$ cat src/rtl/grey_ring_div.sv
// rtl/grey_ring_div.sv - W-bit ring-code up/down counter with 50% divided clock and wrap flag
// Optional sticky illegal-code flag o_err is built only when GREY_RING_CHECK_EN is defined.
module grey_ring_div #(
  parameter int W = 5,
  localparam int M = 2 * W,
  localparam int IW = $clog2(2 * W)
) (
  input  logic          i_clk,
  input  logic          i_rst_n,
  input  logic          i_en,
  input  logic          i_dir,
  input  logic          i_clr,
  output logic [W-1:0]  o_cnt,
  output logic [IW-1:0] o_idx,
  output logic          o_clk_div,
  output logic          o_tc,
  output logic          o_err
);

  // Index n: bit n/2 set, plus the bit below it (cyclically) for even n.
  function automatic logic [W-1:0] f_code(input int n);
    logic [W-1:0] c;
    int           k;
    k = n / 2;
    c = {{(W-1){1'b0}}, 1'b1} << k;
    if ((n % 2) == 0) c = c | ({{(W-1){1'b0}}, 1'b1} << ((k + W - 1) % W));
    return c;
  endfunction

  localparam logic [W-1:0] CODE0 = f_code(0);

  logic [W-1:0]  r_cnt;
  logic          r_clk_div;
  logic          r_tc;
  logic [IW-1:0] w_idx;
  logic          w_legal;
  logic [IW-1:0] w_idx_up;
  logic [IW-1:0] w_idx_dn;
  logic [IW-1:0] w_nidx;
  logic [W-1:0]  w_ncode;
  logic          w_nclk;
  logic          w_ntc;

  always_comb begin
    w_idx   = '0;
    w_legal = 1'b0;
    for (int n = 0; n < M; n++) begin
      if (r_cnt == f_code(n)) begin
        w_idx   = IW'(n);
        w_legal = 1'b1;
      end
    end
  end

  assign w_idx_up = (w_idx == IW'(M - 1)) ? '0 : w_idx + 1'b1;
  assign w_idx_dn = (w_idx == '0) ? IW'(M - 1) : w_idx - 1'b1;

  always_comb begin
    w_nidx = w_idx;
    if (i_clr || !w_legal) w_nidx = '0;
    else if (i_en)         w_nidx = i_dir ? w_idx_up : w_idx_dn;
  end

  always_comb begin
    w_ncode = CODE0;
    for (int n = 0; n < M; n++) begin
      if (w_nidx == IW'(n)) w_ncode = f_code(n);
    end
  end

  // Divided clock is derived from the next index so it always matches the code it ships with.
  assign w_nclk = (w_nidx >= IW'(W));
  assign w_ntc  = !i_clr && w_legal && i_en &&
                  (i_dir ? (w_idx == IW'(M - 1)) : (w_idx == '0));

  always_ff @(posedge i_clk or negedge i_rst_n) begin
    if (!i_rst_n) begin
      r_cnt     <= CODE0;
      r_clk_div <= 1'b0;
      r_tc      <= 1'b0;
    end else begin
      r_cnt     <= w_ncode;
      r_clk_div <= w_nclk;
      r_tc      <= w_ntc;
    end
  end

`ifdef GREY_RING_CHECK_EN
  logic r_err;

  always_ff @(posedge i_clk or negedge i_rst_n) begin
    if (!i_rst_n)      r_err <= 1'b0;
    else if (i_clr)    r_err <= 1'b0;
    else if (!w_legal) r_err <= 1'b1;
  end

  assign o_err = r_err;
`else
  assign o_err = 1'b0;
`endif

  assign o_cnt     = r_cnt;
  assign o_idx     = w_idx;
  assign o_clk_div = r_clk_div;
  assign o_tc      = r_tc;

endmodule

$ cat config.mk
export PLATFORM = sky130hd
export DESIGN_NAME = grey_ring_div
export DESIGN_NICKNAME = d
export VERILOG_FILES = /design/src/rtl/grey_ring_div.sv
export SDC_FILE = /design/constraint.sdc
export NUM_CORES = 1
export LEC_CHECK = 0
export ABC_AREA = 1
export ABC_CLOCK_PERIOD_IN_PS = 1500
export CAP_MARGIN = 20
export CORE_ASPECT_RATIO = 1.1
export CORE_UTILIZATION = 43
export CTS_CLUSTER_DIAMETER = 50
export DETAILED_ROUTE_END_ITERATION = 12
export HOLD_SLACK_MARGIN = 0.15
export PLACE_DENSITY = 0.71
export REMOVE_ABC_BUFFERS = 1
export SYNTH_ARGS = -nofsm -noshare
export SYNTH_HDL_FRONTEND = slang
export SYNTH_SLANG_ARGS = --single-unit
$ cat constraint.sdc
create_clock -name i_clk -period 1.5 [get_ports i_clk]
set_input_delay 0.3 -clock i_clk [delete_from_list [all_inputs] [get_ports i_clk]]
set_output_delay 0.3 -clock i_clk [all_outputs]
set_load 0.005 [all_outputs]
# [Word-level counts from Yosys, hierarchy flattened]
# Cells that the tools add are included.
[totals] reg_bits=7 in_bits=5 out_inout_bits=12 wordCells=67
[classes] n_addsub=2 n_lt_le_gt_ge=1 n_eq_ne=20 muxes=34 reduce_logical=7
[op_table] op="2-to-1 mux 4 bit" count=13
[op_table] op="2-to-1 mux 5 bit" count=9
[op_table] op="equality test 4 x 3 -> 1 bit (second input constant)" count=4
[op_table] op="equality test 5 bit (second input constant)" count=3
[op_table] op="equality test 4 bit (second input constant)" count=3
[op_table] op="2-to-1 mux 1 bit" count=12
[op_table] op="equality test 5 x 2 -> 1 bit (second input constant)" count=2
[op_table] op="equality test 5 x 3 -> 1 bit (second input constant)" count=2
[op_table] op="equality test 5 x 4 -> 1 bit (second input constant)" count=2
[op_table] op="equality test 4 x 2 -> 1 bit (second input constant)" count=2
[op_table] op="equality test 5 x 1 -> 1 bit (second input constant)" count=1
[op_table] op="adder 4 x 1 -> 4 bit (second input constant)" count=1
[op_table] op="equality test 4 x 1 -> 1 bit (second input constant)" count=1
[op_table] op=">= comparator 4 x 3 -> 1 bit (second input constant)" count=1
[op_table] op="zero test 4 bit" count=1
[op_table] op="subtractor 4 x 1 -> 4 bit (second input constant)" count=1
[op_table] op="logical AND 1 bit" count=3
[op_table] op="zero test 1 bit" count=2
[op_table] op="logical OR 1 bit" count=1

# [Longest topological paths before layout]
# Gate-level depths: netlist of the first run.
[depth] depth_word=25 mapped_depth=14 depth_no_buf=14

# [Least setup slack after synthesis of the first run]
# Ideal clock, no wire load.
[synth_timing] path_kind="flip-flop to flip-flop" start="reg r_cnt[4], in the netlist o_cnt[4]" end="reg r_clk_div, in the netlist o_clk_div" setup_time_ns=0.117 arrival_ns=1.503 required_ns=1.383 path_slack_ns=-0.120 stages_incl_launch_ff=12 path_buffers=0 period_less_slack_ns=1.620 cell_sequence="dfstp_2 > nor2_1 > nand3_1 > nand3_2 > nor2_4 > nand3_2 > nand3_1 > nand2_2 > nand2_2 > nand2_1 > nand2_1 > nand2_1"
[synth_between] elab_chain_cells=16 word_cells_on_any_way=41 cone_classes="2 x add/sub; 1 x order compare; 11 x eq/ne; 24 x mux; 3 x reduce/logical"
[synth_lines] item="start: declaration" line_no="32" source="logic [W-1:0] r_cnt;"
[synth_lines] item="start signal: assignment" line_no="82" source="r_cnt <= w_ncode;"
[synth_lines] item="equality test 5 x 1 -> 1 bit" line_no="48" source="if (r_cnt == f_code(n)) begin"
[synth_lines] item="2-to-1 mux 1 bit" line_no="48"
[synth_lines] item="2-to-1 mux 4 bit (8 in series)" line_no="48"
[synth_lines] item="subtractor 4 x 1 -> 4 bit, or another cell as far along" line_no="56" source="assign w_idx_dn = (w_idx == '0) ? IW'(M - 1) : w_idx - 1'b1;"
[synth_lines] item="2-to-1 mux 4 bit, on equally long branches" line_no="56, 55"
[synth_lines] item="2-to-1 mux 4 bit (2 in series)" line_no="61" source="else if (i_en) w_nidx = i_dir ? w_idx_up : w_idx_dn;"
[synth_lines] item="2-to-1 mux 4 bit *" line_no="60" source="if (i_clr || !w_legal) w_nidx = '0;"
[synth_lines] item=">= comparator 4 x 3 -> 1 bit *" line_no="72" source="assign w_nclk = (w_nidx >= IW'(W));"
[synth_lines] item="via w_nclk" line_no="41" source="logic w_nclk;"
[synth_lines] item="end signal: assignment" line_no="83" source="r_clk_div <= w_nclk;"
[synth_lines] item="end: declaration" line_no="33" source="logic r_clk_div;"
# Mark *: on every way through the listed nets, which the timed path passes. The rest lies on a longest branch.

# [Final worst setup path of the first run]
[layout_timing] start="reg r_cnt[0], in the netlist o_cnt[0]" end="reg r_cnt[4], in the netlist o_cnt[4]"
[layout_between] elab_chain_cells=25 word_cells_on_any_way=58 cone_classes="2 x add/sub; 20 x eq/ne; 33 x mux; 3 x reduce/logical"
[layout_lines] item="equality test 5 x 1 -> 1 bit" line_no="48"
[layout_lines] item="2-to-1 mux 1 bit" line_no="48"
[layout_lines] item="2-to-1 mux 4 bit (8 in series)" line_no="48"
[layout_lines] item="subtractor 4 x 1 -> 4 bit, or another cell as far along" line_no="56"
[layout_lines] item="2-to-1 mux 4 bit, on equally long branches" line_no="56, 55"
[layout_lines] item="2-to-1 mux 4 bit (2 in series)" line_no="61"
[layout_lines] item="2-to-1 mux 4 bit *" line_no="60"
[layout_lines] item="equality test 4 x 1 -> 1 bit" line_no="67" source="if (w_nidx == IW'(n)) w_ncode = f_code(n);"
[layout_lines] item="2-to-1 mux 5 bit (8 in series)" line_no="67"
[layout_lines] item="2-to-1 mux 5 bit *" line_no="67"
[layout_lines] item="via w_ncode[4]" line_no="40" source="logic [W-1:0] w_ncode;"
# Marked as above.

==> impl_summary.txt, run 1 <==
----------------------------------------------------
[Critical path]
  Number of cells on the worst reg-to-reg path ... 13
  Maximum single-stage delay on the critical path ... 0.62 ns
  Endpoint required time on the critical path ... 1.71 ns
  Crit-path max FO ... 5
  CP Cell Sequence ... nor2_4 -> nand3_4 -> buf_6 -> nand3_4 -> buf_6 -> o21bai_4 -> nand3_2 -> nand2_2 -> inv_2 -> nand2_4 -> nand2_4 -> nand3_1 -> nand2_1
  Data arrival at the endpoint of the critical path ... around 2.3 ns
  Slowest-stage cell, CP ... sky130_fd_sc_hd__dfstp_2
  Worst setup EP type ... flip-flop
  Kind of critical path ... reg -> reg
  Setup crit start kind ... flip-flop

[Routing]
  Number of detailed-route iterations in the first pass ... 4
  Routed vias/inst ... 6.08
  Vias post-DR ... 1,107
  DR DRC count ... 0
  Antenna-violating nets left ... 0
  Number of DRC markers after the initial detailed-route iteration ... 77
  WL per Instance ... about 23 um
  Sum of routed wire length over all layers ... roughly 4.1 mm

[Placement]
  Final Wtd Congestion ... 0.928
  Place WS ... -0.425 ns
  Detailed-placement wirelength estimate ... 1.61 mm
  Count of buffers inserted at the top-level ports ... 15

[Synthesis]
  Cell taking the most area after synthesis ... sky130_fd_sc_hd__dfrtp_1
  Predominant post-synthesis flop cell ... sky130_fd_sc_hd__dfrtp_1
  Number of warning messages in the yosys log ... 0
  Count of flip-flops with a built-in enable after synthesis ... 0
  Number of instances in the synthesized netlist ... 108
  Register bit total from synthesis ... 7
  Fraction of the yosys area taken by sequential cells ... between 20% and 30%
  Largest cells by area after synthesis ... sky130_fd_sc_hd__dfrtp_1, sky130_fd_sc_hd__nand2_1, sky130_fd_sc_hd__nand3_1, sky130_fd_sc_hd__dfstp_2, sky130_fd_sc_hd__inv_1
  Area share of fa/ha/maj cells after synthesis ... 0%
  Synthesized area per cell ... 6.57 um^2
  Portion of synthesized cell area occupied by the leading cell type ... 17.6%
  Number of distinct library cells after synthesis ... 22
  Xor/xnor share of the synthesized area ... 0%
  Fraction of the mapped netlist area in simple logic gates ... 49.0%
  Proportion of register bits with asynchronous set or reset after synthesis ... 100%
  Multiplexer share of the synthesized area ... 0%
  Synth Area in Compound Gates ... 12.7%
  Post-synth top cells ... sky130_fd_sc_hd__nand2_1, sky130_fd_sc_hd__nand3_1, sky130_fd_sc_hd__inv_1, sky130_fd_sc_hd__nor2_1, sky130_fd_sc_hd__inv_2
  Cell with the most instances after synthesis ... sky130_fd_sc_hd__nand2_1
  Syn Std Cell Area ... 709 um^2
  Combinational family with the most area after synthesis ... simple AND/OR/NAND/NOR gates

[Pwr]
  LEAKAGE ... 0.776 nW
  Total power per unit cell area ... 2190 nW/um^2
  Max IR drop VDD ... 1820 uV

[Die]
  Core outline area ... 1560 um^2
  Number of standard-cell rows in the floorplan ... 15
  Starting density of the core ... a little under half
  Die Span Y ... 44.6 um
  Overall die width ... 40.7 um
  DIE AREA ... ~1800 um^2
  Num ports ... 17

[GRT]
  Via count of the first global-routing pass ... 1,042
  Largest net degree at the start of global routing ... 8
  Initial antenna violation count ... 0
  Global router's overall resource usage ... 42.4%
  Total gr overflow ... 0
  Global-route wire length before repair ... 4.93 mm

[Clocking]
  H-tree depth ... 1
  Number of hold-repair buffers added at the cts stage ... 0
  Insertion delay to the later sink of the worst-skew pair ... 0.28 ns
  CTS Sinks ... 7
  Cts bufs inserted ... 3
  Root buffer cell ... sky130_fd_sc_hd__clkbuf_4
  Bufs on Longest Clock Path ... 2
  Clock tree from TritonCTS ... done
  Clock-pin slew on the worst setup and hold paths ... 0.07 ns

[STA]
  Final setup violation count ... 11
  Hold Violations, Final ... 0
  Final hold slack ... 0.275 ns
  Number of max-slew violations in the final report ... 0
  Least setup slack across all paths after layout ... -0.571 ns
  Worst Skew ... 0.0105 ns
  Fmax ... 483 MHz
  Ratio of final minimum period to clock period ... 138%
  RSZ-0062 raised after global routing ... yes
  Setup TNS ... -5.01 ns
  Minimum clock period after layout ... roughly 2.1 ns

[Flow run]
  Number of maximum-capacitance violations ... 0

[Layout]
  FF+latch area ... 181 um^2
  Proportion of layout cells with a drive suffix above 1 ... between 70% and 80%
  Number of fill cells ... 35
  Fin nets ... ~170
  Area of the multi-input gates ... about 650 um^2
  Syn-to-layout area delta ... 109%
  Inserted Diodes ... 0

[Status]
  Status ... complete, but fails checks
  Violated checks ... negative setup slack

[Worst hold path]
  Hold Path Class ... in -> async

----------------------------------------------------
==> worst paths after layout <==
path                            startpoint        end  slack [ns]
worst max-delay path              o_cnt[0]   o_cnt[4]       -0.57
worst min-delay path               i_rst_n  o_clk_div        0.27
worst min register to register    o_cnt[2]   o_cnt[4]        1.19
worst max register to register    o_cnt[0]   o_cnt[4]       -0.57
min in group i_clk                   i_dir       o_tc        0.83
max in group asynchronous          i_rst_n   o_cnt[0]        0.93
==> logic make-up after synthesis <==
| logic type | Yosys count |
|---|---|
| AOI/OAI and AO/OA | 10 |
| buffers and inverters | 23 |
| DFF | 7 |
| other | 1 |
| and+or+nand+nor | 67 |
==> repair_timing <==
| action | 4_1_cts | 5_1_grt |
|---|---|---|
| setup buffers | 21 | 4 |
| endpoints found under the setup margin | 16 | 13 |
| pin swaps | 25 | 18 |
| resized for setup | 69 | 39 |
| hold endpoints to repair | 0 | 0 |
==> flip-flops by register name, indices dropped and copies added (netlist names) <==
register   flops
o_clk_div      1
o_tc           1
o_cnt          5
==> critical path: cells and delay by family, from the launching register on <==
family,cells,cell delay [ns]
flops,1,0.62
simple gates,9,0.88
buf+inv,3,0.33
compound gates,1,0.19
==> through the flow <==
| stage | utilization [%] | instance area, um^2 | std cells | power (mW) |
|---|---|---|---|---|
| floorplan | - | 702 | 107 | 1.13 |
| global placement | 64.3 | 1000 | 156 | 1.70 |
| detailed placement | 64.3 | 1000 | 156 | 1.75 |
| CTS | 85.5 | 1330 | 178 | 2.49 |
| global route | 95.3 | 1490 | 182 | 3.39 |
| finish | 95.3 | 1490 | 182 | 3.26 |
==> power by group <==
group | switching [mW] | internal (mW) | total (mW)
combinational | 1.42 | 1.22 | 2.65
sequential | 0.133 | 0.279 | 0.412
clock | 0.0974 | 0.103 | 0.200
total | 1.65 | 1.60 | 3.26
==> cell usage in the layout, fill, tap and decap left out <==
cell	instances
sky130_fd_sc_hd__o21a_2	1
sky130_fd_sc_hd__a21oi_4	2
sky130_fd_sc_hd__conb_1	1
sky130_fd_sc_hd__inv_1	8
sky130_fd_sc_hd__dfrtp_1	2
sky130_fd_sc_hd__nand3_1	3
sky130_fd_sc_hd__nand3_4	7
sky130_fd_sc_hd__o21ai_1	1
sky130_fd_sc_hd__nand2_1	16
sky130_fd_sc_hd__clkbuf_1	1
sky130_fd_sc_hd__buf_6	24
sky130_fd_sc_hd__o2111ai_1	1
sky130_fd_sc_hd__clkbuf_2	2
sky130_fd_sc_hd__a21oi_2	3
sky130_fd_sc_hd__o21bai_4	1
sky130_fd_sc_hd__clkdlybuf4s50_1	6
sky130_fd_sc_hd__nand4_1	1
sky130_fd_sc_hd__dlygate4sd2_1	3
sky130_fd_sc_hd__inv_4	3
sky130_fd_sc_hd__nand2_2	7
sky130_fd_sc_hd__clkbuf_4	3
sky130_fd_sc_hd__inv_2	10
sky130_fd_sc_hd__nor2_1	4
sky130_fd_sc_hd__inv_6	1
sky130_fd_sc_hd__buf_4	19
sky130_fd_sc_hd__dfstp_2	2
sky130_fd_sc_hd__nand2_4	8
sky130_fd_sc_hd__nand3_2	9
sky130_fd_sc_hd__dfrtp_2	3
sky130_fd_sc_hd__nor2_2	7
sky130_fd_sc_hd__a21oi_1	1
sky130_fd_sc_hd__nor2_4	5
==> routing by layer <==
| layer | track usage [%] | share of wire [%] | vias up |
|---|---|---|---|
| met3 | 8.04 | 11 | 43 |
| li1 | - | - | 451 |
| met4 | 30.7 | 8.4 | 0 |
| met2 | 74.9 | 50 | 104 |
| met5 | 0 | 0 | - |
| met1 | 41.0 | 31 | 509 |
==> final cells by class <==
cell class              count  area share, %
multi-input cells          78           43.9
repair buffers             54           34.3
flip-flops and latches      7           12.2
inverters                  22           6.40
clock buffers               4           1.77
well taps                  17           1.43
Power figures use the tool's default switching activity.
==> run 2: changes to the inputs <==
--- a/config.mk
+++ b/config.mk
@@ -12,6 +12,7 @@
 export CORE_UTILIZATION = 43
 export CTS_CLUSTER_DIAMETER = 50
 export DETAILED_ROUTE_END_ITERATION = 12
+export GPL_TIMING_DRIVEN = 0
 export HOLD_SLACK_MARGIN = 0.15
 export PLACE_DENSITY = 0.71
 export REMOVE_ABC_BUFFERS = 1
==> impl_summary.txt, run 2 (same netlist as run 1, synthesis figures left out) <==
----------------------------------------------------
[Status]
  Status ... complete, but fails checks
  Violated checks ... negative setup slack

[Routing]
  WL per Instance ... 16.0 um (-30%)
  Routed vias/inst ... 5.33 (-12%)
  DR DRC count ... 0 (unchanged)
  Number of DRC markers after the initial detailed-route iteration ... 33 (-57%)
  Antenna-violating nets left ... 0 (unchanged)
  Vias post-DR ... 895 (-19%)
  Number of detailed-route iterations in the first pass ... 4 (unchanged)
  Sum of routed wire length over all layers ... 2.69 mm (-35%)

[Die]
  Starting density of the core ... 45.5% (unchanged)
  Die Span Y ... 44.6 um (unchanged)
  Overall die width ... 40.7 um (unchanged)
  Num ports ... 17 (unchanged)
  DIE AREA ... 1820 um^2 (unchanged)
  Number of standard-cell rows in the floorplan ... 15 (unchanged)
  Core outline area ... 1560 um^2 (unchanged)

[GRT]
  Global-route wire length before repair ... 3.58 mm (-27%)
  Via count of the first global-routing pass ... 812 (-22%)
  Global router's overall resource usage ... 30.2% (-12 points)
  Met1 track demand over resource ... 32.8% (-8.2 points)
  Met2 Resource Use GR ... 54.6% (-20 points)
  Largest net degree at the start of global routing ... 8 (unchanged)
  Initial antenna violation count ... 0 (unchanged)
  Most used routing layer ... met2
  Total gr overflow ... 0 (unchanged)
  Met3 Usage GRT ... 1.51% (-6.5 points)

[STA]
  Hold Violations, Final ... 0 (unchanged)
  RSZ-0062 raised after global routing ... yes
  Number of max-slew violations in the final report ... 0 (unchanged)
  Least setup slack across all paths after layout ... -0.456 ns (+0.115 ns)
  Worst Skew ... 0.00337 ns (-0.00718 ns)
  Minimum clock period after layout ... 1.96 ns (-0.115 ns)
  Fmax ... 511 MHz (+5.9%)
  Final setup violation count ... 11 (unchanged)
  Final hold slack ... 0.293 ns (+0.0179 ns)
  Setup TNS ... -3.93 ns (+1.08 ns)
  Ratio of final minimum period to clock period ... 130% (-7.6 points)

[Clocking]
  H-tree depth ... 1 (unchanged)
  Clock tree from TritonCTS ... done
  Number of hold-repair buffers added at the cts stage ... 0 (unchanged)
  Bufs on Longest Clock Path ... 2 (unchanged)
  Clock-pin slew on the worst setup and hold paths ... 0.05 ns (-0.02 ns)
  Root buffer cell ... sky130_fd_sc_hd__clkbuf_4
  Insertion delay to the later sink of the worst-skew pair ... 0.25 ns (-0.03 ns)
  Cts bufs inserted ... 3 (unchanged)
  CTS Sinks ... 7 (unchanged)

[Worst hold path]
  Hold Path Class ... in -> async

[Layout]
  Leading cell types in the layout, fill and taps excluded ... sky130_fd_sc_hd__nand2_1, sky130_fd_sc_hd__buf_6, sky130_fd_sc_hd__buf_4, sky130_fd_sc_hd__inv_2
  Leading cell type in the layout, fill and taps excluded ... sky130_fd_sc_hd__nand2_1
  Proportion of layout cells with a drive suffix above 1 ... 60.9% (-10 points)
  Share of the core filled with cells ... 83.8% (-12 points)
  Finished Layout Cells ... 168 (-7.7%)
  Fin nets ... 157 (-8.2%)
  Area of all placed cells without fillers ... 1310 um^2 (-12%)
  Inserted Diodes ... 0 (unchanged)
  Max reg flops ... 5 (unchanged)
  Syn-to-layout area delta ... 84.0%

[Critical path]
  Setup crit start kind ... flip-flop
  Crit-path max FO ... 5 (unchanged)
  Kind of critical path ... reg -> reg
  Worst setup EP type ... flip-flop
  Data arrival at the endpoint of the critical path ... 2.09 ns (-0.19 ns)
  Endpoint required time on the critical path ... 1.63 ns (-0.08 ns)

[Pwr]
  Pint ... 1.31 mW (-18%)
  Net switching power figure ... 1.25 mW (-25%)
  Proportion of power drawn by combinational gates ... 77.1% (-4.1 points)
  Clk pwr share ... 6.5% (+0.4 points)
  Max IR drop VDD ... 1120 uV (-39%)
  Relative contribution of sequential cells to total power ... 16.4% (+3.8 points)
  LEAKAGE ... 0.700 nW (-9.9%)
  Net switching share of the total power ... 48.7% (-2.1 points)
  Total power per unit cell area ... 1960 nW/um^2 (-10%)
  Total power of the final layout ... 2.56 mW (-21%)

[Flow run]
  Number of maximum-capacitance violations ... 0 (unchanged)

[Placement]
  Final Wtd Congestion ... 0.855 (-7.8%)
  Cell area after placement ... 873 um^2 (-13%)
  Placed cell count ... 139 (-11%)
  Count of buffers inserted at the top-level ports ... 15 (unchanged)
  Place WS ... -0.433 ns (-0.00883 ns)
  Detailed-placement wirelength estimate ... 1.23 mm (-23%)

----------------------------------------------------
-- run 2: cell types whose count changed in the layout (fill, tap and decap cells not counted), sizes merged --
cell / previous run / this run
buf: 43 / 29
clkbuf: 6 / 4
dlymetal6s2s: 0 / 1
dlygate4sd2: 3 / 4
-- run 2: power by group through the flow --
stage               registers, mW  clock network (mW)  logic [mW]
CTS                         0.394               0.178        1.66
global placement            0.378                   0        1.10
global route                0.424               0.185        2.12
floorplan                   0.374                   0       0.754
finish                      0.420               0.168        1.98
detailed placement          0.383                   0        1.11
-- run 2: final timing paths --
| path | end | start | depth (start not counted) | slack [ns] |
|---|---|---|---|---|
| setup / recovery | o_cnt[1] | o_cnt[0] | 13 | -0.46 |
| hold / removal | o_clk_div | i_rst_n | 1 | 0.29 |
| setup reg to reg | o_cnt[1] | o_cnt[0] | 13 | -0.46 |
| hold reg to reg | o_tc | o_cnt[4] | 5 | 0.95 |
| max in group asynchronous | o_cnt[4] | i_rst_n | 1 | 0.93 |
| min in group i_clk | o_tc | i_en | 3 | 0.75 |
-- run 2: worst max-delay path, cell delays in order, from the launching register on --
cell and delay (ns):
sky130_fd_sc_hd__dfstp_2 0.59, sky130_fd_sc_hd__inv_2 0.08, sky130_fd_sc_hd__nor2_4 0.13, sky130_fd_sc_hd__nand3_4 0.09, sky130_fd_sc_hd__buf_6 0.14, sky130_fd_sc_hd__nand3_4 0.10, sky130_fd_sc_hd__buf_6 0.11, sky130_fd_sc_hd__o21bai_4 0.07
sky130_fd_sc_hd__nand2_2 0.07, sky130_fd_sc_hd__nand2_2 0.06, sky130_fd_sc_hd__a21oi_4 0.20, sky130_fd_sc_hd__inv_2 0.07, sky130_fd_sc_hd__nand2_1 0.07, sky130_fd_sc_hd__nand2_1 0.05
-- run 2: per-layer routing --
metal | wire, um | part of all wire, %
met2 | 1460 | 54
met1 | 1060 | 39
met5 | 0 | 0
met4 | 84 | 3.1
met3 | 81 | 3.0
-- run 2: cell type report --
class | count | area, um^2
Fill cell | 81 | 253
Timing Repair Buffer | 40 | 382
Multi-Input combinational cell | 78 | 607
Clock buffer | 4 | 26.3
Sequential cell | 7 | 181
Tap cell | 17 | 21.3
Inverter | 22 | 87.6
-- run 2: repair_timing --
action                     in CTS  in global routing
setup buffers                  24                  4
setup endpoints to repair      16                 12
gates resized for setup        61                 17
pin swaps                      26                 22
